===== config.mk =====
export PLATFORM = sky130hd
export DESIGN_NAME = vernam_decipher
export DESIGN_NICKNAME = d
export VERILOG_FILES = /design/src/rtl/vernam_pkg.sv /design/src/rtl/vernam_decipher_lfsr.sv /design/src/rtl/vernam_decipher.sv
export SDC_FILE = /design/constraint.sdc
export NUM_CORES = 1
export LEC_CHECK = 0
export CAP_MARGIN = 25
export CORE_MARGIN = 1.5
export CORE_UTILIZATION = 43
export CTS_CLUSTER_DIAMETER = 200
export DETAILED_ROUTE_END_ITERATION = 8
export GPL_TIMING_DRIVEN = 0
export HOLD_SLACK_MARGIN = 0.12
export PLACE_DENSITY = 0.61
export SLEW_MARGIN = 20
export SYNTH_ARGS = -nofsm -noshare
export SYNTH_HDL_FRONTEND = slang
export SYNTH_SLANG_ARGS = --single-unit

===== constraint.sdc =====
create_clock -name clk -period 5.45 [get_ports clk]
set_input_delay 0.8175 -clock clk [delete_from_list [all_inputs] [get_ports clk]]
set_output_delay 0.8175 -clock clk [all_outputs]
set_load 0.01 [all_outputs]

===== src/rtl/vernam_pkg.sv =====
// Shared constants and helpers for the Vernam decipher peripheral and its keystream generator.
// Port offsets, LFSR taps/default seed and status bit positions live here so both link ends agree.
package vernam_pkg;

   localparam logic [7:0]  OFS_DATA     = 8'd0;
   localparam logic [7:0]  OFS_SEED_LO  = 8'd1;
   localparam logic [7:0]  OFS_SEED_HI  = 8'd2;
   localparam logic [7:0]  OFS_STATUS   = 8'd1;

   localparam logic [15:0] LFSR_DEFAULT = 16'hACE1;

   localparam int TAP_A = 15;
   localparam int TAP_B = 13;
   localparam int TAP_C = 12;
   localparam int TAP_D = 10;

   localparam int STAT_EMPTY = 0;
   localparam int STAT_FULL  = 1;
   localparam int STAT_OVF   = 2;

   typedef enum logic [1:0] {
      WR_NONE,
      WR_DATA,
      WR_SEED_LO,
      WR_SEED_HI
   } wr_access_e;

   function automatic logic [15:0] lfsrNext(input logic [15:0] s);
      return {s[14:0], s[TAP_A] ^ s[TAP_B] ^ s[TAP_C] ^ s[TAP_D]};
   endfunction

   // An all-zero Fibonacci LFSR never leaves zero, so such seeds fall back to the default.
   function automatic logic [15:0] seedOrDefault(input logic [15:0] s);
      return (s == 16'h0000) ? LFSR_DEFAULT : s;
   endfunction

endpackage


===== src/rtl/vernam_decipher_lfsr.sv =====
// 16-bit Fibonacci keystream generator shared by the encrypt and decrypt ends of the link.
// A load takes priority over a step; key is the low byte of the current state.
module keystream_lfsr16
   import vernam_pkg::*;
(
   input  logic        clk,
   input  logic        reset,
   input  logic        load,
   input  logic [15:0] load_val,
   input  logic        step,
   output logic [7:0]  key
);

   logic [15:0] state_q, state_d;

   always_comb begin
      state_d = state_q;
      if (load) begin
         state_d = load_val;
      end else if (step) begin
         state_d = lfsrNext(state_q);
      end
   end

   always_ff @(posedge clk) begin
      if (reset) begin
         state_q <= LFSR_DEFAULT;
      end else begin
         state_q <= state_d;
      end
   end

   assign key = state_q[7:0];

endmodule


===== src/rtl/vernam_decipher.sv =====
// kcpsm3 port-mapped Vernam decipher: ciphertext XOR keystream into a small plaintext FIFO.
// Reads are registered from port_id every clock, giving the 1-cycle latency kcpsm3 expects.
module vernam_decipher
   import vernam_pkg::*;
#(
   parameter logic [7:0] PORT_BASE = 8'h10,
   parameter int         DEPTH     = 4
)(
   input  logic       clk,
   input  logic       reset,
   input  logic [7:0] port_id,
   input  logic [7:0] out_port,
   input  logic       write_strobe,
   input  logic       read_strobe,
   output logic [7:0] in_port,
   output logic       data_avail
);

   localparam int            PW         = (DEPTH > 1) ? $clog2(DEPTH) : 1;
   localparam logic [PW:0]   FULL_COUNT = (PW + 1)'(DEPTH);

   logic [7:0]    mem [DEPTH];
   logic [PW-1:0] wrPtr_q, wrPtr_d, rdPtr_q, rdPtr_d;
   logic [PW:0]   count_q, count_d;
   logic          overflow_q, overflow_d;
   logic [7:0]    seedLo_q, seedLo_d;
   logic [7:0]    inPort_q, inPort_d;
   logic          dataAvail_q;

   wr_access_e    wrAccess;
   logic          empty, full, popReq, doPush, overflowEvent, flush;
   logic [7:0]    key, status;

   always_comb begin
      wrAccess = WR_NONE;
      if (write_strobe) begin
         if (port_id == PORT_BASE + OFS_DATA) begin
            wrAccess = WR_DATA;
         end else if (port_id == PORT_BASE + OFS_SEED_LO) begin
            wrAccess = WR_SEED_LO;
         end else if (port_id == PORT_BASE + OFS_SEED_HI) begin
            wrAccess = WR_SEED_HI;
         end
      end
   end

   assign empty         = (count_q == '0);
   assign full          = (count_q == FULL_COUNT);
   assign popReq        = read_strobe && (port_id == PORT_BASE + OFS_DATA) && !empty;
   assign flush         = (wrAccess == WR_SEED_HI);
   // A simultaneous pop frees a slot, so a push into a full FIFO is still accepted.
   assign doPush        = (wrAccess == WR_DATA) && (!full || popReq);
   assign overflowEvent = (wrAccess == WR_DATA) && full && !popReq;

   keystream_lfsr16 u_keystream (
      .clk      (clk),
      .reset    (reset),
      .load     (flush),
      .load_val (seedOrDefault({out_port, seedLo_q})),
      .step     (doPush),
      .key      (key)
   );

   always_comb begin
      wrPtr_d    = wrPtr_q;
      rdPtr_d    = rdPtr_q;
      count_d    = count_q;
      overflow_d = overflow_q;
      seedLo_d   = seedLo_q;
      if (wrAccess == WR_SEED_LO) begin
         seedLo_d = out_port;
      end
      if (flush) begin
         wrPtr_d    = '0;
         rdPtr_d    = '0;
         count_d    = '0;
         overflow_d = 1'b0;
      end else begin
         if (doPush) begin
            wrPtr_d = wrPtr_q + 1'b1;
         end
         if (popReq) begin
            rdPtr_d = rdPtr_q + 1'b1;
         end
         if (doPush && !popReq) begin
            count_d = count_q + 1'b1;
         end else if (!doPush && popReq) begin
            count_d = count_q - 1'b1;
         end
         if (overflowEvent) begin
            overflow_d = 1'b1;
         end
      end
   end

   always_comb begin
      status               = 8'h00;
      status[STAT_EMPTY]   = empty;
      status[STAT_FULL]    = full;
      status[STAT_OVF]     = overflow_q;
      inPort_d             = 8'h00;
      if (port_id == PORT_BASE + OFS_DATA) begin
         inPort_d = empty ? 8'h00 : mem[rdPtr_q];
      end else if (port_id == PORT_BASE + OFS_STATUS) begin
         inPort_d = status;
      end
   end

   // Storage needs no reset: count and pointers define which entries are live.
   always_ff @(posedge clk) begin
      if (doPush && !reset) begin
         mem[wrPtr_q] <= out_port ^ key;
      end
   end

   always_ff @(posedge clk) begin
      if (reset) begin
         wrPtr_q     <= '0;
         rdPtr_q     <= '0;
         count_q     <= '0;
         overflow_q  <= 1'b0;
         seedLo_q    <= 8'h00;
         inPort_q    <= 8'h00;
         dataAvail_q <= 1'b0;
      end else begin
         wrPtr_q     <= wrPtr_d;
         rdPtr_q     <= rdPtr_d;
         count_q     <= count_d;
         overflow_q  <= overflow_d;
         seedLo_q    <= seedLo_d;
         inPort_q    <= inPort_d;
         dataAvail_q <= (count_d != '0);
      end
   end

   assign in_port    = inPort_q;
   assign data_avail = dataAvail_q;

endmodule


== Word level (Yosys, flattened, before mapping) ==
Memory sizes are Yosys's and may differ from the RTL's. A register that Yosys moved wholly into a read port is not among the register bits.
Cells that the tools add are included.
Word-level totals
  bits in registers: 41
  bits in writable memories: 32
  bits of input ports: 20
  word-level logic and storage cells: 60
  memories kept: 1
Cells by class
  $add $sub $neg: 4
  equal/unequal tests: 7
  mux-type cells: 17
  bitwise logic cells: 4
  reductions and logical operators: 19
Memories
  mem: words 4, width 8, rd ports 1, clocked after Yosys merged registers in 1, wr ports 1, RTL line vernam_decipher.sv:22  | logic [7:0] mem [DEPTH];
Operators with widths (number)
  two-way mux 16 bit: 3
  == test 8 x 5 -> 1 bit (second input constant): 3
  zero test 16 bit: 1
  two-way mux 8 bit: 2
  two-way mux 2 bit: 6
  two-way mux 3 bit: 4
  logical AND 1 bit: 8
  bitwise XOR 8 bit: 1
  zero test 1 bit: 5
  adder 2 x 1 -> 2 bit (second input constant): 2
  == test 2 bit (second input constant): 2
  adder 3 x 1 -> 3 bit (second input constant): 1
  == test 3 bit (second input constant): 1
  zero test 3 bit: 1
  nonzero test 3 bit: 1
  subtractor 3 x 1 -> 3 bit (second input constant): 1
  bitwise XOR 1 bit: 3
  == test 2 x 1 -> 1 bit (second input constant): 1
  two-way mux 1 bit: 2
  nonzero test 2 bit: 1
  OR reduction 2 bit: 1
  logical OR 1 bit: 1

== Logic depth before layout (Yosys ltp) ==
Gate-level depths: netlist of the first run.
  word-level depth: 13
  gate-level depth with buffers: 8

== By module ==
A second synthesis of the first run with hierarchy kept.
Unflattened totals
  cell total of the unflattened synthesis: 288
  area total of the unflattened synthesis: 3433.3 um^2
Modules (own cells, without submodules)
  vernam_decipher: instances 1, cells each 206, area an instance 2512.4 um^2, sequential area each 1501.4 um^2
  keystream_lfsr16: instances 1, cells each 82, area an instance 920.9 um^2, sequential area each 320.3 um^2

== Least setup slack after synthesis of the first run ==
OpenSTA, ideal clock, no wires.
  path kind: input port to flip-flop
  from: input port port_id[5]
  to: memory mem[0][0] (enable)
  library setup time: 0.332 ns
  data arrival time: 2.163 ns
  required time: 5.118 ns
  path slack: 2.956 ns
  cell stages on the path: 4
  path through: nor4b_4 -> o2111ai_2 -> nor2_1 -> and2_1
Between the ends
  cells in the longest elaborated chain, start to end: 10
  elaborated cells on any way between the ends: 15
RTL lines
  start, declared: RTL line vernam_decipher.sv:11  | input logic [7:0] port_id,
  == test 8 x 5 -> 1 bit: RTL line vernam_decipher.sv:41  | end else if (port_id == PORT_BASE + OFS_SEED_HI) begin
  two-way mux 2 bit: RTL line vernam_decipher.sv:41
  two-way mux 2 bit: RTL line vernam_decipher.sv:39  | end else if (port_id == PORT_BASE + OFS_SEED_LO) begin
  two-way mux 2 bit: RTL line vernam_decipher.sv:37  | if (port_id == PORT_BASE + OFS_DATA) begin
  two-way mux 2 bit: RTL line vernam_decipher.sv:36  | if (write_strobe) begin
  == test 2 x 1 -> 1 bit: RTL line vernam_decipher.sv:52  | assign doPush = (wrAccess == WR_DATA) && (!full || popReq);
  logical AND 1 bit *: RTL line vernam_decipher.sv:52
  logical AND 1 bit *: RTL line vernam_decipher.sv:111  | if (doPush && !reset) begin
  two-way mux 1 bit *: RTL line vernam_decipher.sv:111
  two-way mux 1 bit (not written as such) *: RTL line vernam_decipher.sv:112  | mem[wrPtr_q] <= out_port ^ key;
  end, declared: RTL line vernam_decipher.sv:22
Mark *: on every way between the ends. The rest lies on a longest branch, timed or not.

== Final worst setup path of the first run ==
Same ends and word-level chain as after synthesis.

==> results of run 1 <==
## logic make-up (layout without fill, tap and decap cells)
group,Yosys count,after routing,synth area share [%]
simple gates,98,98,16.18
fa+ha+maj,7,7,2.710
xor+xnor,16,16,4.336
compound gates,32,32,8.245
buf+inv,19,63,2.555
mux,21,21,9.601
flops,75,75,56.37
## flip-flops by register name, indices dropped and copies added (netlist names), named ones only
register,flops
data_avail,1
count_q,3
wrPtr_q,2
u_keystream.state_q,16
in_port,8
mem,32
rdPtr_q,2
overflow_q,1
seedLo_q,8
## per-stage QoR
| stage | instances | hold slack (ps) | area (um^2) | total power (W) |
|---|---|---|---|---|
| 2_1_floorplan | 268 | 440.3 | 3232 | 0.0006130 |
| 3_3_place_gp | 394 | 459.2 | 3626 | 0.0006384 |
| 3_5_place_dp | 394 | 481.3 | 3626 | 0.0006388 |
| 4_1_cts | 410 | 498.6 | 3795 | 0.001011 |
| 5_1_grt | 411 | 524.5 | 3800 | 0.001042 |
| 6_report | 411 | 496.4 | 3800 | 0.001003 |
## worst max path at each step
stage | slack, ps | endpoint | cells past startpoint
finish | 2430 | mem[0][0] | 5
detailed placement | 2060 | mem[0][3] | 5
global route | 2230 | mem[2][2] | 5
floorplan | 2960 | mem[0][0] | 4
global placement | 2090 | mem[1][3] | 5
CTS | 2420 | mem[0][0] | 5
## placed cells by master (no fill, tap or decap), types with 8 or more instances in the layout
cell type,instances
sky130_fd_sc_hd__mux2i_1,13
sky130_fd_sc_hd__dfxtp_1,43
sky130_fd_sc_hd__xor2_1,8
sky130_fd_sc_hd__nand2_1,16
sky130_fd_sc_hd__nor3_1,14
sky130_fd_sc_hd__mux4_2,8
sky130_fd_sc_hd__xnor2_1,8
sky130_fd_sc_hd__edfxtp_1,32
sky130_fd_sc_hd__and2_1,9
sky130_fd_sc_hd__clkbuf_1,8
sky130_fd_sc_hd__nor2_1,36
sky130_fd_sc_hd__clkdlybuf4s50_1,27
sky130_fd_sc_hd__clkbuf_8,9
## final cells by class
type                       count  area share (%)
sequential                    75           47.94
clock buffer                  10           3.359
buffer                        13           1.581
tap                           99           3.260
multi-input combinational    174           34.94
timing repair buffer          28           7.244
clock inverter                 6           1.087
inverter                       6          0.5927
## power breakdown
part | internal [W] | total (W) | leakage, nW | switching (W)
logic | 0.0000179 | 0.0000404 | 0.630 | 0.0000225
clock network | 0.000165 | 0.000377 | 0.0803 | 0.000212
registers | 0.000585 | 0.000585 | 0.634 | 0.000000504
## routing by layer
metal / GRT usage [%] / vias up / part of all wire [%]
li1: - / 1061 / -
met1: 25.15 / 1026 / 49
met2: 26.87 / 38 / 46
met3: 4.205 / 10 / 3.5
met4: 6.993 / 0 / 1.9
met5: 0 / - / 0
==> reports/qor.yml, run 1 <==
slew-limit-headroom_pct: 54.65
grt_antenna_before_repair: 0
fin_ws_ps: 2429
min_to: "u_keystream.state_q[15]"
core_mm2: 0.007253
grt_max_degree: 14
port-buffer-count: 27
slowest_delay_ps: 580
status: "completed"
synth_seq_area_share_pct: 56.37
critPathLaunch: "port_id[5]"
via_count_of_the_first_global_routing_pass: 2109
r2r_setup_slack_ps: 3190
multi_input_area_mm2: 0.001328
max_freq_mhz: 331.0
mappedNetlistArea_mm2: 0.003232
detail_route.wl_per_cell_um: 15.29
power.leakage_nw: 1.344
drtPass1Iterations: 7
reg2reg_depth: 6
die_height_um: 89.70
timing.critical_path.to_type: "flop"
timing.final.crit_period_ps: 3021
clock_skew_ps: 7.634
grt_pass1_wl_mm: 10.57
synth_commonest_cells: "sky130_fd_sc_hd__dfxtp_1, sky130_fd_sc_hd__nor2_1, sky130_fd_sc_hd__edfxtp_1"
antenna_violating_nets_post_route: 0
vdd_drop_max_mv: 0.1346
synth.yosys.warnings: 0
drt-initial-drc-count: 151
critical_path_class: "in2reg"
synth.most_common_cell: "sky130_fd_sc_hd__dfxtp_1"
die_area_mm2: 0.008045
main_area_contributors_after_synthesis: "sky130_fd_sc_hd__edfxtp_1, sky130_fd_sc_hd__dfxtp_1, sky130_fd_sc_hd__mux4_2"
netlist-cell-type-count: 46
start_util_pct: 44.56
synth_top_flop_cell: "sky130_fd_sc_hd__dfxtp_1"
cp_top_family: "simple AND/OR/NAND/NOR gates"
placementRows: 31
cts_hold_repair.buffers: 0
clkLatencyLatePin_ps: 350
n_antenna_cell: 0
gp_congestion: 0.8559
clock_transition_at_the_registers_of_the_reported_paths_ps: 80
rsz0062_at_grt: "false"
crit_path_start_kind: "input pin"
floorplan.io_pins: 29
min-delay-path-class: "reg2reg"
layout-drive-gt1-share_pct: 11.54
path_buf_inv: 1
crit_path_required_time_ps: 5450
timing_worst_slew_pin_value_ps: 678.8
synth-edff-count: 32
tritoncts_buffer_count: 9
tritoncts: "yes"
synthesis.area_per_instance_um2: 12.06
vias_per_cell: 5.195
maximum_fanout_encountered_on_the_critical_timing_path: 9
placement.setup.worst_slack_ps: 2055
nNetsFinal: 334
hold_viol: 0
synth-seq-cells: 75
die_width_um: 89.70
area_delta_synth_final_pct: 17.58
setup_viol_count_final: 0
cts_max_level: 3
worst_hold_path.num_cells: 1
yosysTopAreaCell: "sky130_fd_sc_hd__edfxtp_1"
synth.net_count: 295
power_per_cell_area_mw_per_mm2: 263.9
layout.core_utilization_pct: 52.39
regToRegEndpoint: "mem[0][0]"
worstPathCellList: "clkdlybuf4s50_1 -> nor4b_4 -> o2111ai_2 -> nor2_1 -> and2_1"
area.sequential_mm2: 0.001822
layout_worst_path_cycle_share_pct: 55.43
slew_violations: 0
clockBufferDepth: 2
postSynth.asyncResetShare_pct: 0
hold_start: "u_keystream.state_q[15]"
worst_path_max_delay_cell: "sky130_fd_sc_hd__nor4b_4"
grt_remaining_overflow: 0
synth_top_area_share_pct: 29.73
max-cap-violations: 0
detailed_place_hpwl_mm: 4.397
regToRegStartpoint: "count_q[0]"
remaining_drc_errors: 0
cts.sink_count: 75
vias: 2135
arrival_ps: 3020
totalWireLength_mm: 6.283
clock-root-buffer: "sky130_fd_sc_hd__clkbuf_8"
cts_post_setup_buffers_inserted: 0
fin_tns_setup_ps: 0
gr-usage-all-layers_pct: 17.89
post_cts_resized: 0
netlist_instances: 268
num-fill-cells: 659
Note: power is estimated with default switching activity, not from simulation.
==> run 2, diff against run 1 <==
--- a/config.mk
+++ b/config.mk
@@ -12,7 +12,7 @@
 export DETAILED_ROUTE_END_ITERATION = 8
 export GPL_TIMING_DRIVEN = 0
 export HOLD_SLACK_MARGIN = 0.12
-export PLACE_DENSITY = 0.61
+export PLACE_DENSITY = 0.64
 export SLEW_MARGIN = 20
 export SYNTH_ARGS = -nofsm -noshare
 export SYNTH_HDL_FRONTEND = slang
==> constraint.sdc (replaced) <==
create_clock -name clk -period 2.7 [get_ports clk]
set_input_delay 0.405 -clock clk [delete_from_list [all_inputs] [get_ports clk]]
set_output_delay 0.405 -clock clk [all_outputs]
set_load 0.01 [all_outputs]
==> run 2 against run 1 <==
  * Worst hold slack got worse by 7.6 ps
  * Global-route usage down 0.36 points
  * Register-to-register slack worse by 2700 ps
  * Clock skew about the same
  * First-iteration DRC count is 36% lower
  * Core utilization rose by 0.52 points
  * Setup slack got worse by 2200 ps
  * Combinational power is 100% higher
  * Sequential share of layout area shrank 0.47 points
  * Wire length decreased by 1.3%
  * Via count rose by 2.0%
  * Critical path type unchanged
  * Largest cell class unchanged
==> reports/qor.yml, run 2 (synthesized netlist as in run 1, its figures left out) <==
vdd_drop_max_mv: 0.3726  # +180%
min-delay-path-class: "reg2reg"
hold_start: "overflow_q"
power.leakage_nw: 1.359  # +1.2%
status: "completed"
most-common-layout-cells: "sky130_fd_sc_hd__dfxtp_1, sky130_fd_sc_hd__nor2_1, sky130_fd_sc_hd__edfxtp_1"
n_antenna_cell: 0  # unchanged
timing_worst_slew_pin_value_ps: 678.0  # -0.7316 ps
layout_worst_path_cycle_share_pct: 92.50
vias: 2177  # +2.0%
postPlaceCellArea_mm2: 0.003626  # unchanged
placementRows: 31  # unchanged
cts_max_level: 3  # unchanged
r2r_setup_slack_ps: 540  # -2650 ps
grt_max_degree: 15  # +1
detailed_place_hpwl_mm: 4.467  # +1.6%
dp.cells: 394  # unchanged
slowest_delay_ps: 620  # +40 ps
register_containing_the_most_flip_flops_in_the_final_layout: "mem"
met2RoutedLength_mm: 3.110  # +8.3%
die_area_mm2: 0.008045  # unchanged
design_power_total_w: 0.002084  # +110%
area_delta_synth_final_pct: 18.74
met3WireLength_um: 250  # +15%
via_count_of_the_first_global_routing_pass: 2041  # -3.2%
worstPathCellList: "clkdlybuf4s50_1 -> nor4b_4 -> o2111ai_4 -> nor2_1 -> and2_1"
clkLatencyLatePin_ps: 350  # about the same
clockBufferDepth: 2  # unchanged
min_to: "overflow_q"
critical_path_class: "in2reg"
m1WireLength_mm: 2.781  # -9.4%
maximum_fanout_encountered_on_the_critical_timing_path: 9  # unchanged
timing.final.crit_period_ps: 2498
worst_path_max_delay_cell: "sky130_fd_sc_hd__nor4b_4"
arrival_ps: 2500  # -520 ps
max_freq_mhz: 400.4
top_layer: "met4"
tritoncts: "yes"
antenna_violating_nets_post_route: 0  # unchanged
clock_transition_at_the_registers_of_the_reported_paths_ps: 80  # about the same
fin_cells: 411  # unchanged
floorplan.io_pins: 29  # unchanged
remaining_drc_errors: 0  # unchanged
vias_per_cell: 5.297  # +2.0%
grt_remaining_overflow: 0  # unchanged
power_per_cell_area_mw_per_mm2: 542.9  # +110%
gp_congestion: 0.8199  # -4.2%
detail_route.wl_per_cell_um: 15.09  # -1.3%
final_design_area_no_fill_mm2: 0.003837  # +0.99%
clock_skew_ps: 7.942  # +0.3077 ps
tritoncts_buffer_count: 9  # unchanged
totalWireLength_mm: 6.202  # -1.3%
drtPass1Iterations: 4  # -3
die_height_um: 89.70  # unchanged
regToRegEndpoint: "u_keystream.state_q[12]"
crit_path_required_time_ps: 2700  # -2750 ps
setup_viol_count_final: 0  # unchanged
cts_hold_repair.buffers: 0  # unchanged
flip_flop_count_of_the_largest_register_all_copies_and_words_added: 32  # unchanged
grt_pass1_wl_mm: 10.27  # -2.8%
core_mm2: 0.007253  # unchanged
crit_path_start_kind: "input pin"
reg2reg_depth: 8  # +2
port-buffer-count: 27  # unchanged
gr-usage-all-layers_pct: 17.53  # -0.36 points
final_common_cell: "sky130_fd_sc_hd__dfxtp_1"
grt_antenna_before_repair: 0  # unchanged
layout-drive-gt1-share_pct: 11.86  # +0.32 points
top_regs: "mem x32, u_keystream.state_q x16"
die_width_um: 89.70  # unchanged
clock-root-buffer: "sky130_fd_sc_hd__clkbuf_8"
hold_viol: 0  # unchanged
worst_hold_path.num_cells: 2  # +1
slew-limit-headroom_pct: 54.80  # +0.15 points
drt-initial-drc-count: 97  # -36%
max-cap-violations: 0  # unchanged
start_util_pct: 44.56  # unchanged
cts.sink_count: 75  # unchanged
cts_post_setup_buffers_inserted: 0  # unchanged
nNetsFinal: 334  # unchanged
regToRegStartpoint: "count_q[0]"
slew_violations: 0  # unchanged
rsz0062_at_grt: "false"
timing.critical_path.to_type: "flop"
run 2: cell types whose count changed in the layout (fill, tap and decap cells not counted), sizes merged:
| cell | change |
|---|---|
| clkinv | +1 |
| clkinvlp | -1 |
run 2: worst max-delay path, delay by kind of cell:
family	cells	cell delay [ps]
AOI/OAI and AO/OA	1	370
buffers and inverters	1	440
and+or+nand+nor	3	1280
run 2: report_power, final:
group | internal, W | switching, W
Sequential | 0.00118 | 0.00000104
Clock | 0.000394 | 0.000426
Combinational | 0.0000361 | 0.0000460
Total | 0.00161 | 0.000473
run 2: worst max-delay path by stage:
stage / cells past startpoint / to / start / slack, ps
final: 5 / mem[3][4] / port_id[5] / 200
after global routing: 5 / mem[3][4] / port_id[5] / 30
after CTS: 5 / mem[1][2] / port_id[5] / 90
after detailed placement: 5 / mem[1][3] / port_id[5] / -270
after global placement: 5 / mem[1][3] / port_id[5] / -230
after floorplan: 4 / mem[0][0] / port_id[5] / 620
run 2: final cells by class:
cell class                      instances  area, um^2
Inverter                                6       22.52
Clock inverter                          6       46.29
Sequential cell                        75        1822
Timing Repair Buffer                   28       275.3
Buffer                                 13       60.06
Multi-Input combinational cell        174        1339
Tap cell                               99       123.9
Clock buffer                           10       148.9
Fill cell                             635        3416
run 2: timing repair:
item                                   in CTS  in global routing
gates resized for setup                     0                  1
endpoints found under the hold margin       0                  0
setup endpoints to repair                   0                 32
run 2: through the flow:
| step | worst slack, ps | setup TNS, ps | util [%] | hold WS, ps |
|---|---|---|---|---|
| global route | 33.40 | 0 | 52.91 | 534.3 |
| floorplan | 618.3 | 0 | - | 440.3 |
| finish | 202.4 | 0 | 52.91 | 488.8 |
| global placement | -232.5 | -7105 | 49.99 | 462.5 |
| CTS | 90.94 | 0 | 52.68 | 493.0 |
| detailed placement | -269.4 | -8936 | 49.99 | 470.1 |
run 2: layer usage:
| layer | vias up | global-route usage, % |
|---|---|---|
| met5 | - | 0 |
| met4 | 0 | 4.476 |
| met3 | 7 | 5.210 |
| met2 | 49 | 29.44 |
| met1 | 1057 | 22.22 |
| li1 | 1064 | - |
==> run 3, diff against run 2 <==
--- a/config.mk
+++ b/config.mk
@@ -7,12 +7,13 @@
 export LEC_CHECK = 0
 export CAP_MARGIN = 25
 export CORE_MARGIN = 1.5
-export CORE_UTILIZATION = 43
+export CORE_UTILIZATION = 51
 export CTS_CLUSTER_DIAMETER = 200
 export DETAILED_ROUTE_END_ITERATION = 8
 export GPL_TIMING_DRIVEN = 0
 export HOLD_SLACK_MARGIN = 0.12
-export PLACE_DENSITY = 0.64
+export PLACE_DENSITY = 0.74
+export REMOVE_ABC_BUFFERS = 1
 export SLEW_MARGIN = 20
 export SYNTH_ARGS = -nofsm -noshare
 export SYNTH_HDL_FRONTEND = slang
==> run 3 against run 2 <==
  * Sequential cell count stayed put
  * Clock skew is 0.89 ps lower
  * Register-to-register slack hardly changed
  * Largest power group unchanged
  * Highest routed layer unchanged
  * Sequential share of layout area is 0.34 points lower
  * Worst hold slack better by 5.7 ps
  * Non-clock buffer count is 6 lower
  * Cell count is 7.1% lower
  * Critical path depth stayed put
  * Core utilization is 11 points higher
==> reports/qor.yml, run 3 (synthesized netlist as in run 1, its figures left out) <==
status: "completed"
register_containing_the_most_flip_flops_in_the_final_layout: "mem"
max_freq_mhz: 418.2  # +4.5%
slew_violations: 0  # unchanged
drt-initial-drc-count: 130  # +34%
area_delta_synth_final_pct: 19.59
layout_worst_path_cycle_share_pct: 88.56  # -3.9 points
final_common_cell: "sky130_fd_sc_hd__dfxtp_1"
clock_skew_ps: 7.049  # -0.8930 ps
flip_flop_count_of_the_largest_register_all_copies_and_words_added: 32  # unchanged
r2r_setup_slack_ps: 530  # about the same
n_antenna_cell: 0  # unchanged
vdd_drop_max_mv: 0.3677  # -1.3%
tritoncts: "yes"
totalWireLength_mm: 6.213  # +0.18%
arrival_ps: 2390  # -110 ps
remaining_drc_errors: 0  # unchanged
crit_path_required_time_ps: 2700  # about the same
vias_per_cell: 5.662  # +6.9%
die_area_mm2: 0.006824  # -15%
gr-usage-all-layers_pct: 20.35  # +2.8 points
port-buffer-count: 28  # +3.7%
drtPass1Iterations: 4  # unchanged
maximum_fanout_encountered_on_the_critical_timing_path: 9  # unchanged
timing.final.crit_period_ps: 2391  # -106.6 ps
layout.core_utilization_pct: 64.14  # +11 points
cts_max_level: 3  # unchanged
vias: 2163  # -0.64%
start_util_pct: 53.63  # +9.1 points
hold_viol: 0  # unchanged
via_count_of_the_first_global_routing_pass: 2054  # +0.64%
power.leakage_nw: 1.384  # +1.8%
power_per_cell_area_mw_per_mm2: 565.1  # +4.1%
hold_slack_ps: 494.5  # +5.706 ps
grt_remaining_overflow: 0  # unchanged
slew-limit-headroom_pct: 59.99  # +5.2 points
area.sequential_mm2: 0.001822  # unchanged
top_regs: "mem x32, u_keystream.state_q x16"
floorplan.io_pins: 29  # unchanged
crit_path_start_kind: "input pin"
critical_path_class: "in2reg"
die_width_um: 82.61  # -7.9%
layout-drive-gt1-share_pct: 12.70  # +0.84 points
detailed_place_hpwl_mm: 4.068  # -8.9%
die_height_um: 82.61  # -7.9%
grt_pass1_wl_mm: 9.984  # -2.8%
clock_transition_at_the_registers_of_the_reported_paths_ps: 80  # about the same
antenna_violating_nets_post_route: 0  # unchanged
timing_worst_slew_pin_value_ps: 598.4  # -79.63 ps
tritoncts_buffer_count: 9  # unchanged
core_mm2: 0.006026  # -17%
detail_route.wl_per_cell_um: 16.26  # +7.8%
grt_max_degree: 29  # +14
setup_viol_count_final: 0  # unchanged
fin_tns_setup_ps: 0  # unchanged
most-common-layout-cells: "sky130_fd_sc_hd__dfxtp_1, sky130_fd_sc_hd__nor2_1, sky130_fd_sc_hd__edfxtp_1"
clock-root-buffer: "sky130_fd_sc_hd__clkbuf_8"
cts.sink_count: 75  # unchanged
grt_antenna_before_repair: 0  # unchanged
min-delay-path-class: "reg2reg"
clockBufferDepth: 2  # unchanged
multi_input_area_mm2: 0.001353  # +1.0%
num-fill-cells: 484  # -24%
clkLatencyLatePin_ps: 350  # about the same
placementRows: 28  # -9.7%
rsz0062_at_grt: "false"
max-cap-violations: 0  # unchanged
design_power_total_w: 0.002184  # +4.8%
nNetsFinal: 329  # -1.5%
timing.critical_path.to_type: "flop"
gp_congestion: 0.7560  # -7.8%
==> run 3: changes by cell type in the layout (fill, tap and decap cells not counted), sizes merged <==
cell	before	now
clkbuf	18	14
clkdlybuf4s50	27	28
clkinv	4	1
nand4	3	4
==> run 3: path summary, 6_finish.rpt <==
kind | to | start | depth (start not counted)
worst max-delay path | mem[3][0] | port_id[1] | 5
worst min-delay path | u_keystream.state_q[15] | u_keystream.state_q[15] | 1
worst max register to register | u_keystream.state_q[7] | count_q[1] | 7
worst min register to register | u_keystream.state_q[15] | u_keystream.state_q[15] | 1
==> run 3: final cells by class <==
| type | count | share of cell area, % |
|---|---|---|
| Clock buffer | 13 | 5.244 |
| Timing Repair Buffer | 35 | 9.064 |
| Inverter | 6 | 0.5827 |
| Sequential cell | 75 | 47.14 |
| Tap cell | 75 | 2.428 |
| Clock inverter | 3 | 0.5503 |
| Multi-Input combinational cell | 175 | 35.00 |
==> run 3: timing repair <==
action | in CTS | in global routing
pin swaps | 1 | 2
hold buffers | 0 | 0
gates cloned | 1 | 0
resized for setup | 1 | 1
setup endpoints to repair | 19 | 55
setup buffers | 0 | 5
==> run 3: metal layers <==
metal	vias up	routed length, um	share of wire [%]	GRT usage (%)
met1	1046	2724	44	24.58
met3	13	276	4.4	6.264
met5	-	0	0	0
li1	1054	-	-	-
met2	50	3132	50	34.72
met4	0	80	1.3	6.333
==> run 3: metrics by stage <==
step	cell area, um^2	instances	setup slack, ps
finish	3865	382	309.0
global route	3865	382	174.2
CTS	3787	375	-22.53
detailed placement	3546	358	-613.3
global placement	3546	358	-587.9
floorplan	3172	255	307.6
==> run 3: power breakdown <==
group / switching, W / total [W] / leakage, nW / internal (W)
combinational: 0.0000464 / 0.0000865 / 0.638 / 0.0000401
clock: 0.000412 / 0.000916 / 0.111 / 0.000504
sequential: 0.00000104 / 0.00118 / 0.634 / 0.00118
total: 0.000459 / 0.00218 / 1.38 / 0.00173
==> run 3: worst max-delay path: stages <==
cell and delay (ps):
sky130_fd_sc_hd__clkdlybuf4s50_1 560, sky130_fd_sc_hd__nor4_4 450, sky130_fd_sc_hd__o2111ai_4 310, sky130_fd_sc_hd__nor2_1 230
sky130_fd_sc_hd__and2_1 430
